### src/rtl/ysyx_23060201_mem_arbiter_pkg.sv
// Shared types and constants for the IFU/LSU memory arbiter.
package ysyx_23060201_mem_arbiter_pkg;

  typedef enum logic [1:0] {
    IDLE,
    ISSUE,
    WAIT,
    RESP
  } state_e;

  localparam logic M_IFU = 1'b0;
  localparam logic M_LSU = 1'b1;

  localparam logic [31:0] ERR_DATA_DEFAULT = 32'hDEAD_BEEF;

endpackage

### src/rtl/ysyx_23060201_rr_arb2.sv
// Two-input grant logic: round-robin on last grant, or fixed LSU-first priority.
module ysyx_23060201_rr_arb2
  import ysyx_23060201_mem_arbiter_pkg::*;
#(
  parameter bit RR = 1'b1
) (
  input  logic clk,
  input  logic rst_n,
  input  logic req_ifu,
  input  logic req_lsu,
  input  logic accept,
  output logic gnt_ifu,
  output logic gnt_lsu,
  output logic gnt_id
);

  logic last_q, last_d;
  logic winner;

  always_comb begin
    winner = M_LSU;
    if (req_ifu && !req_lsu) begin
      winner = M_IFU;
    end else if (req_ifu && req_lsu && RR && (last_q == M_LSU)) begin
      winner = M_IFU;
    end
    gnt_ifu = req_ifu && (winner == M_IFU);
    gnt_lsu = req_lsu && (winner == M_LSU);
    gnt_id  = winner;
    last_d  = accept ? winner : last_q;
  end

  always_ff @(posedge clk or negedge rst_n) begin
    if (!rst_n) begin
      last_q <= M_IFU;
    end else begin
      last_q <= last_d;
    end
  end

endmodule

### src/rtl/ysyx_23060201_mem_arbiter.sv
// Single-outstanding arbiter sharing one memory port between IFU and LSU,
// with a bounded memory wait that returns an error response.
module ysyx_23060201_mem_arbiter
  import ysyx_23060201_mem_arbiter_pkg::*;
#(
  parameter int unsigned RR       = 1,
  parameter int unsigned TIMEOUT  = 255,
  parameter logic [31:0] ERR_DATA = ERR_DATA_DEFAULT
) (
  input  logic        clk,
  input  logic        rst,
  input  logic        ifu_req_valid,
  output logic        ifu_req_ready,
  input  logic [31:0] ifu_addr,
  output logic        ifu_rsp_valid,
  input  logic        ifu_rsp_ready,
  output logic [31:0] ifu_rsp_data,
  output logic        ifu_rsp_err,
  input  logic        lsu_req_valid,
  output logic        lsu_req_ready,
  input  logic [31:0] lsu_addr,
  input  logic        lsu_wen,
  input  logic [31:0] lsu_wdata,
  input  logic [3:0]  lsu_wmask,
  output logic        lsu_rsp_valid,
  input  logic        lsu_rsp_ready,
  output logic [31:0] lsu_rsp_data,
  output logic        lsu_rsp_err,
  output logic        mem_req_valid,
  input  logic        mem_req_ready,
  output logic [31:0] mem_addr,
  output logic        mem_wen,
  output logic [31:0] mem_wdata,
  output logic [3:0]  mem_wmask,
  input  logic        mem_rsp_valid,
  output logic        mem_rsp_ready,
  input  logic [31:0] mem_rsp_data
);

  localparam int unsigned CNT_W = (TIMEOUT == 0) ? 1 : $clog2(TIMEOUT + 1);

  state_e             state_q, state_d;
  logic               grant_q, grant_d;
  logic [31:0]        addr_q, addr_d;
  logic               wen_q, wen_d;
  logic [31:0]        wdata_q, wdata_d;
  logic [3:0]         wmask_q, wmask_d;
  logic [31:0]        rdata_q, rdata_d;
  logic               err_q, err_d;
  logic [CNT_W-1:0]   cnt_q, cnt_d;

  logic gnt_ifu, gnt_lsu, gnt_id;
  logic in_idle, accept, timeout_hit, rsp_taken;

  // Gating with rst keeps req_ready low while reset is held, even if a requester is valid.
  assign in_idle = rst && (state_q == IDLE);
  assign accept  = in_idle && (gnt_ifu || gnt_lsu);

  ysyx_23060201_rr_arb2 #(
    .RR(RR != 0)
  ) u_arb (
    .clk    (clk),
    .rst_n  (rst),
    .req_ifu(ifu_req_valid),
    .req_lsu(lsu_req_valid),
    .accept (accept),
    .gnt_ifu(gnt_ifu),
    .gnt_lsu(gnt_lsu),
    .gnt_id (gnt_id)
  );

  assign timeout_hit = (TIMEOUT != 0) && (cnt_q == CNT_W'(TIMEOUT - 1));
  assign rsp_taken   = (grant_q == M_IFU) ? ifu_rsp_ready : lsu_rsp_ready;

  always_comb begin
    state_d = state_q;
    grant_d = grant_q;
    addr_d  = addr_q;
    wen_d   = wen_q;
    wdata_d = wdata_q;
    wmask_d = wmask_q;
    rdata_d = rdata_q;
    err_d   = err_q;
    cnt_d   = cnt_q;
    unique case (state_q)
      IDLE: begin
        if (accept) begin
          grant_d = gnt_id;
          state_d = ISSUE;
          if (gnt_id == M_LSU) begin
            addr_d  = lsu_addr;
            wen_d   = lsu_wen;
            wdata_d = lsu_wdata;
            wmask_d = lsu_wmask;
          end else begin
            addr_d  = ifu_addr;
            wen_d   = 1'b0;
            wdata_d = '0;
            wmask_d = '0;
          end
        end
      end
      ISSUE: begin
        if (mem_req_ready) begin
          state_d = WAIT;
          cnt_d   = '0;
        end
      end
      WAIT: begin
        if (mem_rsp_valid) begin
          rdata_d = mem_rsp_data;
          err_d   = 1'b0;
          state_d = RESP;
        end else begin
          cnt_d = (cnt_q == '1) ? cnt_q : cnt_q + CNT_W'(1);
          if (timeout_hit) begin
            rdata_d = ERR_DATA;
            err_d   = 1'b1;
            state_d = RESP;
          end
        end
      end
      RESP: begin
        if (rsp_taken) begin
          state_d = IDLE;
        end
      end
      default: state_d = IDLE;
    endcase
  end

  always_ff @(posedge clk or negedge rst) begin
    if (!rst) begin
      state_q <= IDLE;
      grant_q <= M_IFU;
      addr_q  <= '0;
      wen_q   <= 1'b0;
      wdata_q <= '0;
      wmask_q <= '0;
      rdata_q <= '0;
      err_q   <= 1'b0;
      cnt_q   <= '0;
    end else begin
      state_q <= state_d;
      grant_q <= grant_d;
      addr_q  <= addr_d;
      wen_q   <= wen_d;
      wdata_q <= wdata_d;
      wmask_q <= wmask_d;
      rdata_q <= rdata_d;
      err_q   <= err_d;
      cnt_q   <= cnt_d;
    end
  end

  assign ifu_req_ready = in_idle && gnt_ifu;
  assign lsu_req_ready = in_idle && gnt_lsu;

  assign mem_req_valid = (state_q == ISSUE);
  assign mem_addr      = addr_q;
  assign mem_wen       = wen_q;
  assign mem_wdata     = wdata_q;
  assign mem_wmask     = wmask_q;
  assign mem_rsp_ready = (state_q == WAIT);

  assign ifu_rsp_valid = (state_q == RESP) && (grant_q == M_IFU);
  assign lsu_rsp_valid = (state_q == RESP) && (grant_q == M_LSU);
  assign ifu_rsp_data  = rdata_q;
  assign lsu_rsp_data  = rdata_q;
  assign ifu_rsp_err   = ifu_rsp_valid && err_q;
  assign lsu_rsp_err   = lsu_rsp_valid && err_q;

endmodule

### config.mk
export PLATFORM = sky130hd
export DESIGN_NAME = ysyx_23060201_mem_arbiter
export DESIGN_NICKNAME = d
export VERILOG_FILES = /design/src/rtl/ysyx_23060201_mem_arbiter_pkg.sv /design/src/rtl/ysyx_23060201_rr_arb2.sv /design/src/rtl/ysyx_23060201_mem_arbiter.sv
export SDC_FILE = /design/constraint.sdc
export NUM_CORES = 1
export LEC_CHECK = 0
export ABC_AREA = 1
export ABC_CLOCK_PERIOD_IN_PS = 1500
export BUFFER_PORTS_ARGS = -buffer_cell sky130_fd_sc_hd__buf_2
export CAP_MARGIN = 10
export CORE_UTILIZATION = 41
export CTS_CLUSTER_DIAMETER = 150
export CTS_CLUSTER_SIZE = 30
export DETAILED_ROUTE_END_ITERATION = 10
export GPL_ROUTABILITY_DRIVEN = 0
export PLACE_DENSITY = 0.83
export SLEW_MARGIN = 20
export SYNTH_ARGS = -nofsm -noshare
export SYNTH_HDL_FRONTEND = slang
export SYNTH_SLANG_ARGS = --single-unit
### constraint.sdc
create_clock -name clk -period 1.5 [get_ports clk]
set_input_delay 0.3 -clock clk [delete_from_list [all_inputs] [get_ports clk]]
set_output_delay 0.3 -clock clk [all_outputs]
set_load 0.03 [all_outputs]
# Word-level counts from Yosys, hierarchy flattened
# Cells that the tools add are included.
[op_classes]
n_addsub = 1
eq_ne = 11
mux = 21
bitwise = 2
reduce_logical = 22
[op_table]
columns = ["cell", "n"]
rows = [
  ["$mux W32", 4],
  ["$mux W8", 3],
  ["$eq A8 B8 Y1 const B", 2],
  ["$pmux W8 S2", 1],
  ["$logic_and A1 B1 Y1", 13],
  ["$mux W2", 5],
  ["$add A8 B1 Y8 const B", 1],
  ["$pmux W2 S4", 1],
  ["$reduce_and A4 Y1", 2],
  ["$mux W1", 6],
  ["$ne A2 B2 Y1 const B", 3],
  ["$eq A2 B2 Y1 const B", 2],
  ["$mux W4", 1],
  ["$ne A2 B1 Y1 const B", 2],
  ["$reduce_and A2 Y1", 2],
  ["$reduce_bool A2 Y1", 2],
  ["$ne A3 B2 Y1 const B", 1],
  ["$eq A2 B1 Y1 const B", 1],
  ["$logic_not A2 Y1", 1],
  ["$not A1 Y1", 2],
  ["$logic_not A1 Y1", 1],
  ["$logic_or A1 B1 Y1", 1],
]
[totals]
regBits = 114
input_bits = 141
out_inout_bits = 141
elab_cells = 67

# Logic depth before layout (Yosys ltp)
[logic_depth]
word_depth = 10
ltp_mapped = 10
ltp_nobuf = 9

# Modules after synthesis
# A second synthesis with hierarchy kept.
[hier_totals]
cells_unflattened = 606
hier_area_um2 = 5656.7
[modules_own_cells]
columns = ["mod", "instances", "cells_each", "area_per_inst_um2", "seq_area_each_um2"]
rows = [
  ["ysyx_23060201_mem_arbiter", 1, 596, 5590.4, 2827.7],
  ["ysyx_23060201_rr_arb2", 1, 10, 66.3, 25.0],
]

# Worst setup path after synthesis
# Ideal clock, no wire load.
[synth_timing]
path_type = "reg-to-output"
from = "register state_q[0]"
to = "output port ifu_req_ready"
t_arrival_ps = 1511
required_time_ps = 1200
slack_ps = -311
stages_incl_launch_ff = 7
n_path_buf = 2
cell_sequence = "dfrtp_1 > inv_1 > ha_1 > nand2_1 > buf_2 > clkbuf_1 > nor2_1"
[synth_via]
elab_chain_len = 3
[synth_rtl]
columns = ["item", "line", "rtl"]
rows = [
  ["start, declared", "ysyx_23060201_mem_arbiter.sv:42", "state_e state_q, state_d;"],
  ["start signal, assigned", "ysyx_23060201_mem_arbiter.sv:144", "state_q <= state_d;"],
  ["$logic_not A2 Y1", "ysyx_23060201_mem_arbiter.sv:56", "assign in_idle = rst && (state_q == IDLE);"],
  ["$logic_and A1 B1 Y1", "ysyx_23060201_mem_arbiter.sv:56", ""],
  ["$logic_and A1 B1 Y1", "ysyx_23060201_mem_arbiter.sv:156", "assign ifu_req_ready = in_idle && gnt_ifu;"],
  ["end, declared", "ysyx_23060201_mem_arbiter.sv:13", "output logic ifu_req_ready,"],
]
# No other way between the ends.

# Final worst setup path
[layout_timing]
from = "register state_q[0]"
to = "output port lsu_req_ready"
[layout_via]
elab_chain_len = 3
[layout_rtl]
columns = ["item", "line", "rtl"]
rows = [
  ["$logic_not A2 Y1", "ysyx_23060201_mem_arbiter.sv:56", ""],
  ["$logic_and A1 B1 Y1", "ysyx_23060201_mem_arbiter.sv:56", ""],
  ["$logic_and A1 B1 Y1", "ysyx_23060201_mem_arbiter.sv:157", "assign lsu_req_ready = in_idle && gnt_lsu;"],
  ["end, declared", "ysyx_23060201_mem_arbiter.sv:20", "output logic lsu_req_ready,"],
]
# No other way between the ends.

==> flow_metrics.py <==
metrics = {
    "outcome": {
        "outcome": "finished, violations left",
        "violations": "setup timing",
    },
    "die": {
        "core_um2": 12300,
        "rows": 40,
        "ios": 282,
        "die_w_um": 115,
        "die_area_um2": 13300,
        "die_y_um": 115,
        "start_util_pct": 42.9,
    },
    "worst_setup_path": {
        "reg2regPathDepth": 9,
        "arrival_ns": 1.48,
        "r2r_start": "state_q[0]",
        "startpoint": "state_q[0]",
        "cp-end-kind": "output pin",
        "path_class": "flip-flop to output pin",
        "regToRegSetupSlack_ns": -0.21,
        "required_ns": 1.20,
        "path_max_fanout": 4,
        "crit-reg2reg-capture": "state_q[0]",
        "start_kind": "flip-flop",
    },
    "pwr": {
        "power.switching_mw": 9.07,
        "total_leakage_power_nw": 4.49,
        "clkPwrFrac_pct": 20.3,
        "swShare_pct": 45.0,
        "comb_power_share_pct": 53.5,
        "internal_power_mw": 11.1,
        "vdd_drop_max_mv": 0.989,
        "p_total_mw": 20.2,
        "p_seq_share_pct": 26.3,
        "p_per_area_nw_per_um2": 2330,
    },
    "global_routing": {
        "antenna_found_initial": 1,
        "grt_usage_pct": 22.5,
        "grt_pass1_vias": 4796,
        "overflow": 0,
        "grt_pass1_wl_um": 23100,
        "grt_max_degree": 115,
    },
    "timing": {
        "fin_crit_sh_pct": 119,
        "setup_ws_ns": -0.279,
        "relSlewSlack_pct": 59.5,
        "fin_crit_ns": 1.78,
        "setup_violations": 84,
        "max_freq_mhz": 562,
        "rsz0062_at_grt": "yes",
        "slew_violations": 0,
        "tightest_slew_ns": 0.607,
        "hold_viol_final": 0,
        "fin_skew_ns": 0.0158,
    },
    "detailed_routing": {
        "drtAntennaViolNets": 0,
        "wl_um": 16800,
        "post_drt_wl_per_cell_um": 15.1,
        "drt-initial-drc-count": 363,
        "viasPerCell": 4.84,
        "num_vias": 5386,
        "dr.pass1.iters": 4,
        "remaining_drc_errors": 0,
    },
    "final_layout": {
        "multi_input_area_um2": 2340,
        "drive_gt1_share_pct": 50.9,
        "finalNetCount": 1079,
        "postLayoutCellArea_um2": 8660,
        "final_cell_count_no_fill": 1113,
        "syn_to_final_growth_pct": 64.7,
        "final_core_util_pct": 70.6,
        "seqCellArea_um2": 2860,
        "diodes": 0,
        "fillCellCount": 892,
    },
    "clock_network": {
        "cts.clk_slew.worst_paths_ns": 0.05,
        "cts-htree-levels": 4,
        "clkLatencyLatePin_ns": 0.41,
        "cts-buffers-inserted": 17,
        "cts-root-buf": "clkbuf_16",
        "hold_buffers": 0,
        "cts_tree": "built",
        "clockBufferDepth": 2,
        "clock-sinks": 114,
    },
    "logic_synthesis": {
        "synth_nets": 776,
        "synthDistinctLibCells": 22,
        "avgSynthCellArea_um2": 8.36,
        "syn_area_um2": 5260,
        "ys_ff_latch": 114,
        "synthCells": 629,
        "yosys_warnings": 0,
        "synth-seq-area-share_pct": 54.3,
    },
    "place": {
        "dpl_worst_slack_ns": -0.121,
        "portBuffers": 281,
        "hpwl_um": 10100,
        "dp.cells": 1039,
        "placed_cell_area_um2": 6720,
    },
    "job": {
        "cap_violations": 0,
    },
    "hold_path": {
        "hp-class": "primary input to asynchronous set/reset pin",
    },
}
-- worst max-delay path by stage --
stage / endpoint / cells past startpoint
floorplan: cnt_q[0] / 8
global placement: lsu_req_ready / 7
detailed placement: ifu_rsp_data[17] / 8
CTS: lsu_req_ready / 7
global route: lsu_req_ready / 7
finish: lsu_req_ready / 7
-- layout by cell type, fill, tap and decap left out, types with 15 or more instances in the layout --
cell,instances
buf_2,272
nand2_1,184
dfrtp_1,111
inv_1,41
nor2_1,30
o21ai_1,29
clkbuf_16,28
nor2_2,24
a31oi_1,24
buf_6,21
buf_4,21
nor2_4,17
a21oi_1,17
buf_12,15
-- metrics by stage --
stage / hold slack (ns) / setup TNS, ns
finish: 0.0300 / -9.10
global placement: 0.467 / -1.14
CTS: 0.0639 / -3.03
floorplan: 0.00441 / -0.722
global route: 0.0709 / -16.61
detailed placement: 0.475 / -4.64
-- critical path, cell delays in order (launching register included) --
cell	delay, ns
dfrtp_2	0.43
inv_2	0.09
ha_4	0.15
nand2_4	0.06
nor2_4	0.09
nand2_2	0.07
inv_2	0.07
buf_6	0.13
-- state kept, by name (all words and copies together), names as in the netlist --
register	cells
state_q	2
mem_wdata	32
cnt_q	8
mem_wmask	4
mem_addr	32
ifu_rsp_data	32
u_arb.last_q	1
mem_wen	1
grant_q	1
err_q	1
-- power groups by stage --
stage / combinational, mW / clock, mW / sequential, mW
after floorplan: 3.76 / 0 / 7.55
after global placement: 8.22 / 0 / 5.16
after detailed placement: 8.36 / 0 / 5.18
after CTS: 9.43 / 4.15 / 5.24
after global routing: 11.5 / 4.33 / 5.45
final: 10.8 / 4.09 / 5.30
-- what timing repair did --
action,CTS,global route
gates cloned,5,13
endpoints found under the setup margin,93,121
pin swaps,27,20
setup buffers,13,14
gates resized for setup,115,97
-- synthesized netlist by cell type --
library cell / number / area [µm²]
dfrtp_1: 114 / 2850
nand3_1: 15 / 75.1
o21bai_1: 1 / 7.51
nand2_1: 201 / 754
nor3_1: 2 / 10.0
buf_2: 14 / 70.1
a31oi_1: 32 / 200
nand2_2: 2 / 12.5
or2_2: 2 / 12.5
inv_2: 1 / 3.75
o21ai_1: 3 / 15.0
buf_6: 6 / 67.6
nand3b_1: 1 / 7.51
inv_1: 46 / 173
nor2_1: 67 / 251
buf_4: 35 / 263
o21ai_0: 45 / 225
nor2_4: 1 / 11.3
a21oi_1: 24 / 120
ha_1: 6 / 75.1
clkbuf_1: 8 / 30.0
nor2_2: 3 / 18.8
-- per-layer routing --
metal  up-vias  wire [µm]  global-route usage (%)
li1       2581          -                       -
met1      2530       6610                    25.9
met2       243       8910                    40.5
met3        30        976                    4.90
met4         2        327                    8.83
met5         -         11                       0
-- cell type report --
type	instances	share of cell area, %
Clock inverter	9	1.49
Sequential cell	114	33.0
Clock buffer	23	5.52
Inverter	47	2.11
Multi-Input combinational cell	406	27.1
Timing Repair Buffer	346	28.4
Tap cell	168	2.43
-- kinds of logic after synthesis --
family | synth area share, %
simple gates | 21.9
flops | 54.3
buf+inv | 11.5
compound gates | 10.8
fa+ha+maj | 1.43
Power figures use the tool's default switching activity.
